$ cat config.mk
export PLATFORM = sky130hd
export DESIGN_NAME = uart_rx_deframer
export DESIGN_NICKNAME = d
export VERILOG_FILES = /design/src/rtl/uart_rx_deframer.sv
export SDC_FILE = /design/constraint.sdc
export NUM_CORES = 1
export LEC_CHECK = 0
export ABC_AREA = 1
export CAP_MARGIN = 20
export CORE_AREA = 2 2 83 85
export CTS_CLUSTER_SIZE = 16
export DETAILED_ROUTE_END_ITERATION = 16
export DIE_AREA = 0 0 85 87
export SETUP_SLACK_MARGIN = 0.1
export SYNTH_ARGS = -nofsm -noshare
export SYNTH_HDL_FRONTEND = slang
export SYNTH_SLANG_ARGS = --single-unit
$ cat constraint.sdc
create_clock -name clk_in -period 1.8 [get_ports clk_in]
set_clock_uncertainty 0.1 [all_clocks]
set_input_delay 0.36 -clock clk_in [delete_from_list [all_inputs] [get_ports clk_in]]
set_output_delay 0.36 -clock clk_in [all_outputs]
set_load 0.005 [all_outputs]
$ cat src/rtl/uart_rx_deframer.sv
// uart_rx_deframer: 8N1-style asynchronous serial receiver.
// Recovers bytes, BREAK frames and framing errors from uart_rxd.
module uart_rx_deframer #(
    parameter int CLK_HZ       = 50000000,
    parameter int BIT_RATE     = 9600,
    parameter int PAYLOAD_BITS = 8
) (
    input  logic                    clk_in,
    input  logic                    rst,
    input  logic                    uart_rx_en,
    input  logic                    uart_rxd,
    output logic [PAYLOAD_BITS-1:0] uart_rx_data,
    output logic                    uart_rx_valid,
    output logic                    uart_rx_break,
    output logic                    uart_rx_frame_err
);

    localparam int CYCLES_PER_BIT = CLK_HZ / BIT_RATE;
    localparam int CW = $clog2(CYCLES_PER_BIT) + 1;

    // Mid-bit point of the start bit, end point of a full bit period.
    localparam logic [CW-1:0] HALF = CW'(CYCLES_PER_BIT / 2);
    localparam logic [CW-1:0] LAST = CW'(CYCLES_PER_BIT - 1);
    localparam logic [2:0] LAST_BIT = 3'(PAYLOAD_BITS - 1);

    typedef enum logic [2:0] {
        IDLE,
        START,
        DATA,
        STOP,
        BREAK_WAIT
    } state_t;

    state_t state;
    state_t state_nxt;

    logic sync1;
    logic rxs;

    logic [CW-1:0] cnt;
    logic [CW-1:0] cnt_nxt;
    logic [2:0] bit_idx;
    logic [2:0] bit_nxt;

    logic [PAYLOAD_BITS-1:0] shift;
    logic [PAYLOAD_BITS-1:0] shift_nxt;
    logic [PAYLOAD_BITS-1:0] data_nxt;

    logic valid_nxt;
    logic break_nxt;
    logic ferr_nxt;

    // Two-flop synchroniser; resets to the idle (high) line level.
    always_ff @(posedge clk_in or posedge rst) begin
        if (rst) begin
            sync1 <= 1'b1;
            rxs   <= 1'b1;
        end else begin
            sync1 <= uart_rxd;
            rxs   <= sync1;
        end
    end

    // FSM state register.
    always_ff @(posedge clk_in or posedge rst) begin
        if (rst) begin
            state <= IDLE;
        end else begin
            state <= state_nxt;
        end
    end

    // Bit-period cycle counter and data bit index.
    always_ff @(posedge clk_in or posedge rst) begin
        if (rst) begin
            cnt     <= '0;
            bit_idx <= '0;
        end else begin
            cnt     <= cnt_nxt;
            bit_idx <= bit_nxt;
        end
    end

    // Receive shift register, filled LSB-first.
    always_ff @(posedge clk_in or posedge rst) begin
        if (rst) begin
            shift <= '0;
        end else begin
            shift <= shift_nxt;
        end
    end

    // Registered outputs: held data word plus one-cycle status pulses.
    always_ff @(posedge clk_in or posedge rst) begin
        if (rst) begin
            uart_rx_data      <= '0;
            uart_rx_valid     <= 1'b0;
            uart_rx_break     <= 1'b0;
            uart_rx_frame_err <= 1'b0;
        end else begin
            uart_rx_data      <= data_nxt;
            uart_rx_valid     <= valid_nxt;
            uart_rx_break     <= break_nxt;
            uart_rx_frame_err <= ferr_nxt;
        end
    end

    // Next-state, counter and output decode for the frame sequencer.
    always_comb begin
        state_nxt = state;
        cnt_nxt   = cnt;
        bit_nxt   = bit_idx;
        shift_nxt = shift;
        data_nxt  = uart_rx_data;
        valid_nxt = 1'b0;
        break_nxt = 1'b0;
        ferr_nxt  = 1'b0;

        unique case (state)
            IDLE: begin
                cnt_nxt = '0;
                if (uart_rx_en && !rxs) begin
                    state_nxt = START;
                end
            end

            START: begin
                if (cnt == HALF) begin
                    cnt_nxt = '0;
                    bit_nxt = '0;
                    if (!rxs) begin
                        state_nxt = DATA;
                    end else begin
                        // Line came back high: a glitch, not a start bit.
                        state_nxt = IDLE;
                    end
                end else begin
                    cnt_nxt = cnt + CW'(1);
                end
            end

            DATA: begin
                if (cnt == LAST) begin
                    cnt_nxt   = '0;
                    shift_nxt = {rxs, shift[PAYLOAD_BITS-1:1]};
                    if (bit_idx == LAST_BIT) begin
                        state_nxt = STOP;
                    end else begin
                        bit_nxt = bit_idx + 3'd1;
                    end
                end else begin
                    cnt_nxt = cnt + CW'(1);
                end
            end

            STOP: begin
                if (cnt == LAST) begin
                    cnt_nxt = '0;
                    if (rxs) begin
                        data_nxt  = shift;
                        valid_nxt = 1'b1;
                        state_nxt = IDLE;
                    end else begin
                        // A low stop bit with all-zero data is a BREAK.
                        if (shift == '0) begin
                            break_nxt = 1'b1;
                        end else begin
                            ferr_nxt = 1'b1;
                        end
                        state_nxt = BREAK_WAIT;
                    end
                end else begin
                    cnt_nxt = cnt + CW'(1);
                end
            end

            BREAK_WAIT: begin
                cnt_nxt = '0;
                if (rxs) begin
                    state_nxt = IDLE;
                end
            end

            default: begin
                state_nxt = IDLE;
                cnt_nxt   = '0;
            end
        endcase
    end

endmodule

==> results of run 1 <==
==> registers in the layout, summed over array words and instances, names as in the netlist <==
signal and cells:
uart_rx_data 8, bit_idx 3, shift 8, uart_rx_valid 1
cnt 14, state 3, rxs 1, sync1 1
uart_rx_break 1, uart_rx_frame_err 1
==> power by group <==
part	leakage [nW]	total [W]	internal, W	switching (W)
combinational	0.595	0.000800	0.000290	0.000510
clock	0.0543	0.000760	0.000415	0.000345
sequential	0.556	0.00107	0.000989	0.0000829
==> layout make-up <==
cell class / instances / area [um2] / share of cell area (%)
multi-input cells: 174 / 1040 / 39.0
flip-flops and latches: 41 / 1030 / 38.7
repair buffers: 23 / 236 / 8.87
inverters: 38 / 143 / 5.35
well taps: 80 / 100 / 3.76
clock buffers: 5 / 68.8 / 2.58
clock inverters: 3 / 46.3 / 1.74
==> metal layers <==
layer / part of all wire [%] / wire (um) / vias up
li1: - / - / 865
met1: 51 / 2170 / 796
met2: 46 / 1950 / 26
met3: 2.9 / 124 / 6
met4: 0.93 / 40 / 0
met5: 0 / 0 / -
==> synth_stat cells (all sizes together) <==
cell / count
nor3: 6
xor2: 7
ha: 5
dfstp: 2
xnor2: 1
a21boi: 1
nand3: 18
nand4: 8
nor2: 26
o21bai: 1
o21ai: 21
inv: 38
a21oi: 13
buf: 6
nand2: 67
dfrtp: 39
==> kinds of logic (layout without fill, tap and decap cells) <==
group                      count (synthesis)  after routing
xor gates and xnor gates                   8              8
AOI/OAI and AO/OA                         36             36
DFF                                       41             41
buffers and inverters                     44             69
and+or+nand+nor                          125            125
adders and majority gates                  5              5
==> what timing repair did <==
item / CTS / global route
resized for setup: 0 / 24
buffers inserted: 0 / 4
endpoints found under the hold margin: 0 / 0
setup endpoints to repair: 0 / 33
==> path summary, 6_finish.rpt <==
check                                          end  slack, ns  cells past startpoint
setup / recovery                   uart_rx_data[4]       0.17                      1
hold / removal                       rxs$_DFF_PP1_       0.26                      0
setup reg to reg              state[1]$_DFFE_PP0P_       0.18                     10
hold reg to reg                      rxs$_DFF_PP1_       0.26                      0
max in group asynchronous            rxs$_DFF_PP1_       1.03                      3
min in group asynchronous  uart_rx_valid$_DFF_PP0_       0.30                      3
==> cell usage in the layout (no fill, tap or decap), types with 2 or more instances in the layout <==
cell type	Yosys	routed
inv_2	3	6
nand2_4	1	4
clkbuf_8	0	5
nor2_1	21	21
nor3_1	2	2
buf_4	3	6
o21ai_2	13	14
xor2_1	7	7
nand3_1	15	12
inv_1	35	32
nand3_2	3	5
nand2_1	64	58
nor3_2	3	3
nor2_4	2	2
nand2_2	2	5
o21ai_1	6	6
dfstp_2	2	2
a21oi_1	12	12
ha_1	5	4
buf_12	0	2
clkdlybuf4s50_1	0	14
dfrtp_1	39	37
nand4_1	7	7
dfrtp_2	0	2
nor2_2	3	3
==> stage by stage <==
stage	cells	power, W
after global placement	351	0.00170
after global routing	364	0.00282
after detailed placement	351	0.00173
after floorplan	259	0.00156
after CTS	359	0.00250
final	364	0.00263
==> run_results.csv, run 1 <==
group,metric,value,unit
global_routing,met2_usage,18.9,%
placement,pre_cts_ws,0.114,ns
synth,synth_top_family_by_area,"simple AND/OR/NAND/NOR gates",
cells_and_area,drive_gt1_share,23.9,%
setup_path,path_cells,"clkdlybuf4s50_1",
min_path,hp-class,"flop to flop",
synth,synth_nets,268,
setup_path,critPathMaxStageDelay,0.50,ns
setup_path,end_kind,"output pin",
route,dr_total_vias,1693,
synth,netlist.area_leader.share,44.3,%
cts,holdBufCountCts,0,
route,routed_wirelength,4.28,mm
setup_path,rr_startpoint,"cnt[1]$_DFF_PP0_",
route,final_antenna_net_count,0,
die,core,0.00657,mm2
synth,avgSynthCellArea,8.50,um2
cts,htreeDepth,2,
cts,cts_buffer_depth,2,
die,io_pins,15,
setup_path,start_kind,"flop",
synth,syn_inst,259,
route,drtIter0Drc,121,
die,die_w,85,um
setup_path,cp.required,1.34,ns
die,dieArea,0.00740,mm2
synth,synthMuxAreaShare,0,%
run,drv_cap,0,
sta,relSlewSlack,75.1,%
cts,root_buffer,"clkbuf_8",
min_path,min_from,"sync1$_DFF_PP1_",
sta,period_minus_slack,1.63,ns
cts,clkLatencyLatePin,0.30,ns
sta,finalSetupViolations,0,
global_routing,grt_pass1_wl,7.32,mm
die,start_util,33.5,%
cells_and_area,fin_area,0.00267,mm2
synth,synth_compound_gate_area_share,10.8,%
synth,synth-adder-area-share,2.84,%
status,outcome,"completed",
sta,hold_viol,0,
cells_and_area,antenna_cells,0,
global_routing,grt_usage,12.4,%
die,rows,30,
global_routing,grt_pass1_vias,1569,
cts,path_clk_slew,0.09,ns
setup_path,path_buf_inv,1,
setup_path,crit_family,"buffers and inverters",
global_routing,gr-max-usage-layer,"met2",
sta,worst_slack,0.170,ns
synth,synth_warnings,0,
cells_and_area,fin_util,40.6,%
setup_path,cp.arrival,1.17,ns
power_and_ir_drop,peakVddDrop,0.000508,V
cells_and_area,syn_to_final_growth,21.0,%
sta,rsz0062_at_grt,"yes",
sta,tns,0,ns
cts,cts_tree,"done",
synth,seq_area_frac_synth,46.7,%
route,wl_per_cell,11.8,um
placement,placed_area,0.00243,mm2
placement,gp_congestion,0.839,
sta,drv_slew,0,
setup_path,critPathLaunch,"uart_rx_data[4]$_DFFE_PP0P_",
setup_path,criticalPathCategory,"flop to output pin",
global_routing,grt_max_degree,42,
power_and_ir_drop,power_leakage,1.21,nW
global_routing,antenna_found_initial,0,
synth,yosysUniqueCellTypes,30,
synth,ys_ff_latch,41,
sta,holdWs,0.258,ns
placement,dp_hpwl,3.03,mm
synth,synth-simple-area-share,27.7,%
global_routing,overflow,0,
synth,syn_area,0.00220,mm2
cts,numCtsBuffers,5,
synth,yosys.area_share.xor_xnor,3.18,%
placement,io_buffer_count,14,
power_and_ir_drop,p_per_area,988,mW/mm2
route,firstDrtPassIters,4,
sta,fmax,613,MHz
cells_and_area,fin_nets,292,
setup_path,cp_max_fo,2,
cells_and_area,fill_cells,656,
sta,fin_crit_sh,90.6,%
die,die_y,87,um
sta,worst_pin_slew,0.370,ns
cts,clock-sinks,41,
setup_path,slowest_stage,"clkdlybuf4s50_1",
global_routing,met3_usage,3.13,%
global_routing,use_met1,17.5,%
synth,synth_top_area_cell,"dfrtp_1",
route,viasPerCell,4.65,
synth,synth.area.top_cells,"dfrtp_1, nand2_1, inv_1, o21ai_2, nor2_1",
route,drc,0,
No activity file was read; power rests on OpenSTA's default activity.
==> inputs of run 2 (changes only) <==
--- a/config.mk
+++ b/config.mk
@@ -6,11 +6,12 @@
 export NUM_CORES = 1
 export LEC_CHECK = 0
 export ABC_AREA = 1
-export CAP_MARGIN = 20
 export CORE_AREA = 2 2 83 85
+export CTS_CLUSTER_DIAMETER = 40
 export CTS_CLUSTER_SIZE = 16
 export DETAILED_ROUTE_END_ITERATION = 16
 export DIE_AREA = 0 0 85 87
+export DONT_BUFFER_PORTS = 1
 export SETUP_SLACK_MARGIN = 0.1
 export SYNTH_ARGS = -nofsm -noshare
 export SYNTH_HDL_FRONTEND = slang
==> run 2 against run 1 <==
Net effect:
- first-iteration DRC count is 35% lower
- worst setup slack better by 0.038 ns
- clock power is 19% higher
- sequential power hardly changed
- critical path type is now flop to flop
- critical endpoint is now state[1]$_DFFE_PP0P_
- largest power group unchanged
==> run_results.csv, run 2 (synthesis results as in run 1) <==
group,metric,value,unit
cts,root_buffer,"clkbuf_8",
route,final_antenna_net_count,0,
cells_and_area,fin_nets,283,
cts,htreeDepth,2,
power_and_ir_drop,p_per_area,1080,mW/mm2
die,rows,30,
status,outcome,"completed",
min_path,hp-class,"flop to flop",
global_routing,grt_max_degree,42,
sta,drv_slew,0,
setup_path,cp.arrival,1.68,ns
route,drtIter0Drc,79,
cells_and_area,largest_reg_flops,14,
power_and_ir_drop,p_total,0.00280,W
sta,fmax,628,MHz
placement,io_buffer_count,0,
sta,hold_viol,0,
cts,path_clk_slew,0.08,ns
cells_and_area,antenna_cells,0,
die,die_w,85,um
cts,cts_buffer_depth,2,
global_routing,antenna_found_initial,0,
cells_and_area,drive_gt1_share,24.0,%
placement,gp_congestion,0.950,
route,firstDrtPassIters,4,
die,core,0.00657,mm2
global_routing,overflow,0,
cells_and_area,layout_common_cells,"nand2_1, dfrtp_1, inv_1, nor2_1, nand3_1",
setup_path,criticalPathCategory,"flop to flop",
route,drc,0,
sta,worst_pin_slew,0.340,ns
sta,relSlewSlack,77.3,%
route,viasPerCell,4.81,
cells_and_area,syn_to_final_growth,17.6,%
route,routed_wirelength,4.54,mm
die,start_util,33.5,%
sta,period_minus_slack,1.59,ns
sta,holdWs,0.259,ns
setup_path,end_kind,"flop",
cts,clkLatencyLatePin,0.29,ns
sta,fin_crit_sh,88.5,%
sta,finalSetupViolations,0,
power_and_ir_drop,power_leakage,1.21,nW
sta,rsz0062_at_grt,"yes",
global_routing,grt_usage,12.6,%
cts,cts_tree,"done",
cts,numCtsBuffers,5,
die,die_y,87,um
die,io_pins,15,
min_path,min_from,"sync1$_DFF_PP1_",
cells_and_area,fin_util,39.4,%
setup_path,rr_startpoint,"cnt[1]$_DFF_PP0_",
setup_path,cp.required,1.89,ns
cells_and_area,top_regs,"cnt (14), shift (8), uart_rx_data (8)",
cells_and_area,largest-register,"cnt",
route,wl_per_cell,12.8,um
setup_path,start_kind,"flop",
placement,placed_area,0.00231,mm2
cells_and_area,layout_commonest_cell,"nand2_1",
placement,dp_hpwl,3.06,mm
route,dr_total_vias,1706,
setup_path,critPathLaunch,"cnt[1]$_DFF_PP0_",
setup_path,cp_max_fo,4,
setup_path,worstRegToRegCells,10,
run,drv_cap,0,
min_path,whs_path_depth,0,
global_routing,grt_pass1_wl,7.60,mm
global_routing,grt_pass1_vias,1660,
power_and_ir_drop,peakVddDrop,0.000456,V
sta,tns,0,ns
die,dieArea,0.00740,mm2
cts,clock-sinks,41,
cells_and_area,fin_area,0.00259,mm2
run 2: changes by cell type in the layout (fill, tap and decap cells not counted), sizes merged:
cell,delta
bufinv,+1
clkinv,-1
clkdlybuf4s50,-14
buf,+2
nand4,+1
dlygate4sd3,+2
inv,+1
clkinvlp,-1
run 2: final cells by class:
cell class                      count  area [um2]
Tap cell                           80         100
Inverter                           38         143
Fill cell                         652        3980
Multi-Input combinational cell    175        1050
Clock buffer                        5        68.8
Timing Repair Buffer               13         128
Sequential cell                    41        1030
Clock inverter                      3        68.8
run 2: stage by stage:
stage	instances	setup slack [ns]
after floorplan	259	0.306
after global placement	337	0.164
after detailed placement	337	0.107
after CTS	349	0.128
after global routing	355	0.0507
final	355	0.208
run 2: where the power goes:
group          internal (W)  switching, W  leakage, nW
logic              0.000328      0.000497        0.586
registers          0.000986     0.0000878        0.559
clock network      0.000558      0.000343       0.0687
total               0.00187      0.000927         1.21
run 2: critical path, cell delays in order (launching register included):
cell and delay (ns):
dfrtp_1 0.41, ha_2 0.23, nand2_4 0.07, inv_1 0.06
nand2_1 0.05, nor2_2 0.09, nand2_2 0.10, nand2_4 0.09
nand2_1 0.08, o21ai_1 0.12, nand2_1 0.06
run 2: worst paths after layout:
kind / endpoint / slack [ns]
worst max-delay path: state[1]$_DFFE_PP0P_ / 0.21
worst min-delay path: rxs$_DFF_PP1_ / 0.26
worst max register to register: state[1]$_DFFE_PP0P_ / 0.21
worst min register to register: rxs$_DFF_PP1_ / 0.26
max in group asynchronous: sync1$_DFF_PP1_ / 0.87
min in group asynchronous: uart_rx_valid$_DFF_PP0_ / 0.46
run 2: metal layers:
layer | global-route usage (%) | share of wire, % | vias up
li1 | - | - | 861
met2 | 21.5 | 49 | 31
met1 | 16.1 | 46 | 808
met4 | 3.46 | 1.2 | 0
met5 | 0 | 0 | -
met3 | 2.84 | 3.9 | 6
run 2: timing repair:
item / CTS / global route
setup endpoints to repair: 5 / 32
hold endpoints to repair: 40 / 0
buffers inserted: 2 / 5
pin swaps: 0 / 5
gates cloned: 0 / 1
hold buffers: 2 / 0
resized for setup: 0 / 19
==> inputs of run 3 (changes only) <==
==> constraint.sdc (replaced) <==
create_clock -name clk_in -period 1.3 [get_ports clk_in]
set_clock_uncertainty 0.1 [all_clocks]
set_input_delay 0.26 -clock clk_in [delete_from_list [all_inputs] [get_ports clk_in]]
set_output_delay 0.26 -clock clk_in [all_outputs]
set_load 0.005 [all_outputs]
==> run 3 against run 2 <==
Net effect:
- the flow now finishes with violations (negative setup slack)
- combinational power up 100%
- worst hold slack better by 0.0012 ns
- fmax grew 3.6%
- via count increased by 9.0%
- sequential share of layout area decreased by 6.6 points
- global-route usage increased by 0.98 points
- clock power up 41%
- count of clock-buffer cells in the layout stayed put
==> run_results.csv, run 3 (synthesis results as in run 1) <==
group,metric,value,unit
route,drtIter0Drc,96,
route,routed_wirelength,5.01,mm
cts,root_buffer,"clkbuf_8",
setup_path,crit_family,"simple AND/OR/NAND/NOR gates",
cells_and_area,antenna_cells,0,
global_routing,overflow,0,
placement,io_buffer_count,0,
setup_path,crit_top_cell,"nand2_2",
setup_path,r2r-end,"state[1]$_DFFE_PP0P_",
global_routing,grt_usage,13.6,%
global_routing,gr-max-usage-layer,"met2",
status,outcome,"finished, violations left",
setup_path,criticalPathCategory,"flop to flop",
die,io_pins,15,
cells_and_area,top_regs,"cnt (14), shift (8), uart_rx_data (8)",
min_path,hp-class,"flop to flop",
placement,dp_hpwl,3.48,mm
placement,gp_congestion,0.841,
route,wl_per_cell,12.6,um
setup_path,rr_startpoint,"cnt[0]$_DFF_PP0_",
global_routing,grt_pass1_wl,8.07,mm
sta,relSlewSlack,74.0,%
setup_path,cp.arrival,1.63,ns
cts,numCtsBuffers,5,
global_routing,use_met1,18.3,%
cells_and_area,largest_reg_flops,14,
sta,worst_slack,-0.237,ns
setup_path,worstRegToRegCells,10,
min_path,hold_path_end,"rxs$_DFF_PP1_",
die,dieArea,0.00740,mm2
setup_path,path_cells,"ha_4 > nand2_4 > inv_2 > nand2_1 > nor2_1 > nand2_2 > nand2_2 > nand2_2 > o21ai_2 > nand2_1",
cells_and_area,syn_to_final_growth,41.7,%
power_and_ir_drop,p_total,0.00441,W
sta,worst_pin_slew,0.390,ns
setup_path,rrSetupSlack,-0.24,ns
setup_path,cp_max_fo,5,
cts,cts_buffer_depth,2,
setup_path,end_kind,"flop",
global_routing,met2_usage,22.2,%
cts,cts_tree,"done",
cells_and_area,multi_input_area,0.00120,mm2
setup_path,path_buf_inv,1,
cells_and_area,drive_gt1_share,48.4,%
cells_and_area,layout_common_cells,"buf_4, nand2_1, dfrtp_1, inv_1, nand2_2",
setup_path,slowest_stage,"dfrtp_2",
route,viasPerCell,4.67,
setup_path,start_kind,"flop",
cells_and_area,fill_cells,585,
setup_path,critPathMaxStageDelay,0.43,ns
die,start_util,33.5,%
cells_and_area,register_area,0.00103,mm2
sta,fmax,650,MHz
power_and_ir_drop,power_leakage,1.42,nW
die,core,0.00657,mm2
cts,clock-sinks,41,
cts,htreeDepth,2,
run,drv_cap,0,
cts,path_clk_slew,0.09,ns
route,dr_total_vias,1859,
sta,hold_viol,0,
power_and_ir_drop,p_per_area,1410,mW/mm2
sta,rsz0062_at_grt,"yes",
cts,clkLatencyLatePin,0.30,ns
die,die_y,87,um
sta,drv_slew,0,
die,die_w,85,um
cells_and_area,layout_commonest_cell,"buf_4",
global_routing,grt_pass1_vias,1765,
die,rows,30,
global_routing,antenna_found_initial,0,
placement,placed_area,0.00269,mm2
min_path,min_from,"sync1$_DFF_PP1_",
cells_and_area,fin_area,0.00312,mm2
route,final_antenna_net_count,0,
route,drc,0,
global_routing,grt_max_degree,19,
power_and_ir_drop,peakVddDrop,0.000768,V
min_path,whs_path_depth,0,
sta,period_minus_slack,1.54,ns
cells_and_area,fin_nets,326,
route,firstDrtPassIters,4,
sta,fin_crit_sh,118,%
global_routing,met3_usage,2.75,%
setup_path,worst-path-stages,10,
sta,finalSetupViolations,39,
cells_and_area,largest-register,"cnt",
setup_path,cp.required,1.39,ns
status,violations,"negative setup slack",
[run 3: changes by cell type in the layout (fill, tap and decap cells not counted), moves of 4 or more]
| cell | delta |
|---|---|
| dfrtp_1 | -5 |
| inv_1 | -4 |
| a21oi_2 | +9 |
| dfrtp_2 | +5 |
| buf_6 | +5 |
| buf_4 | +37 |
| a21oi_1 | -9 |
| nand2_2 | +16 |
| nand2_1 | -16 |
[run 3: routing by layer]
metal	vias up	routed length [um]
met3	4	148
met2	32	2530
met5	-	0
li1	939	-
met1	884	2270
met4	0	59
[run 3: worst max path at each step]
| stage | start | endpoint | slack, ns |
|---|---|---|---|
| global placement | cnt[0]$_DFF_PP0_ | cnt[1]$_DFF_PP0_ | -0.25 |
| CTS | cnt[0]$_DFF_PP0_ | state[1]$_DFFE_PP0P_ | -0.28 |
| global route | cnt[0]$_DFF_PP0_ | state[1]$_DFFE_PP0P_ | -0.36 |
| detailed placement | cnt[0]$_DFF_PP0_ | bit_idx[0]$_DFFE_PP0P_ | -0.28 |
| floorplan | cnt[0]$_DFF_PP0_ | cnt[0]$_DFF_PP0_ | -0.16 |
| finish | cnt[0]$_DFF_PP0_ | state[1]$_DFFE_PP0P_ | -0.24 |
[run 3: area by class of cell]
type	instances	area share, %
clock inverters	3	2.21
repair buffers	57	15.9
well taps	80	3.21
multi-input cells	174	38.6
inverters	38	4.69
clock buffers	5	2.21
flip-flops and latches	41	33.2
[run 3: worst register-to-register path, cell delays in order (launching register included)]
cell	delay, ns
dfrtp_2	0.43
ha_4	0.17
nand2_4	0.06
inv_2	0.05
nand2_1	0.04
nor2_1	0.12
nand2_2	0.11
nand2_2	0.09
nand2_2	0.07
o21ai_2	0.13
nand2_1	0.07
[run 3: timing repair]
item                                   in CTS  in global routing
endpoints found under the hold margin      17                  0
setup buffers                               2                  3
hold buffers                                2                  0
setup endpoints to repair                  39                 39
pin swaps                                  10                 20
resized for setup                           9                 61
[run 3: per-stage QoR]
stage / TNS [ns] / utilization, % / instances / hold slack [ns] / setup slack [ns]
after global placement: -6.97 / 40.9 / 383 / 0.0435 / -0.252
after floorplan: -3.66 / - / 259 / 0.144 / -0.160
after CTS: -9.24 / 44.0 / 395 / 0.263 / -0.278
after detailed placement: -7.75 / 40.9 / 383 / 0.0454 / -0.278
after global routing: -11.53 / 47.5 / 398 / 0.268 / -0.358
final: -7.61 / 47.5 / 398 / 0.260 / -0.237
[run 3: report_power, final]
| part | switching, W | leakage (nW) | internal [W] | total (W) |
|---|---|---|---|---|
| sequential | 0.000119 | 0.551 | 0.00137 | 0.00149 |
| clock | 0.000495 | 0.0687 | 0.000774 | 0.00127 |
| combinational | 0.000917 | 0.803 | 0.000734 | 0.00165 |
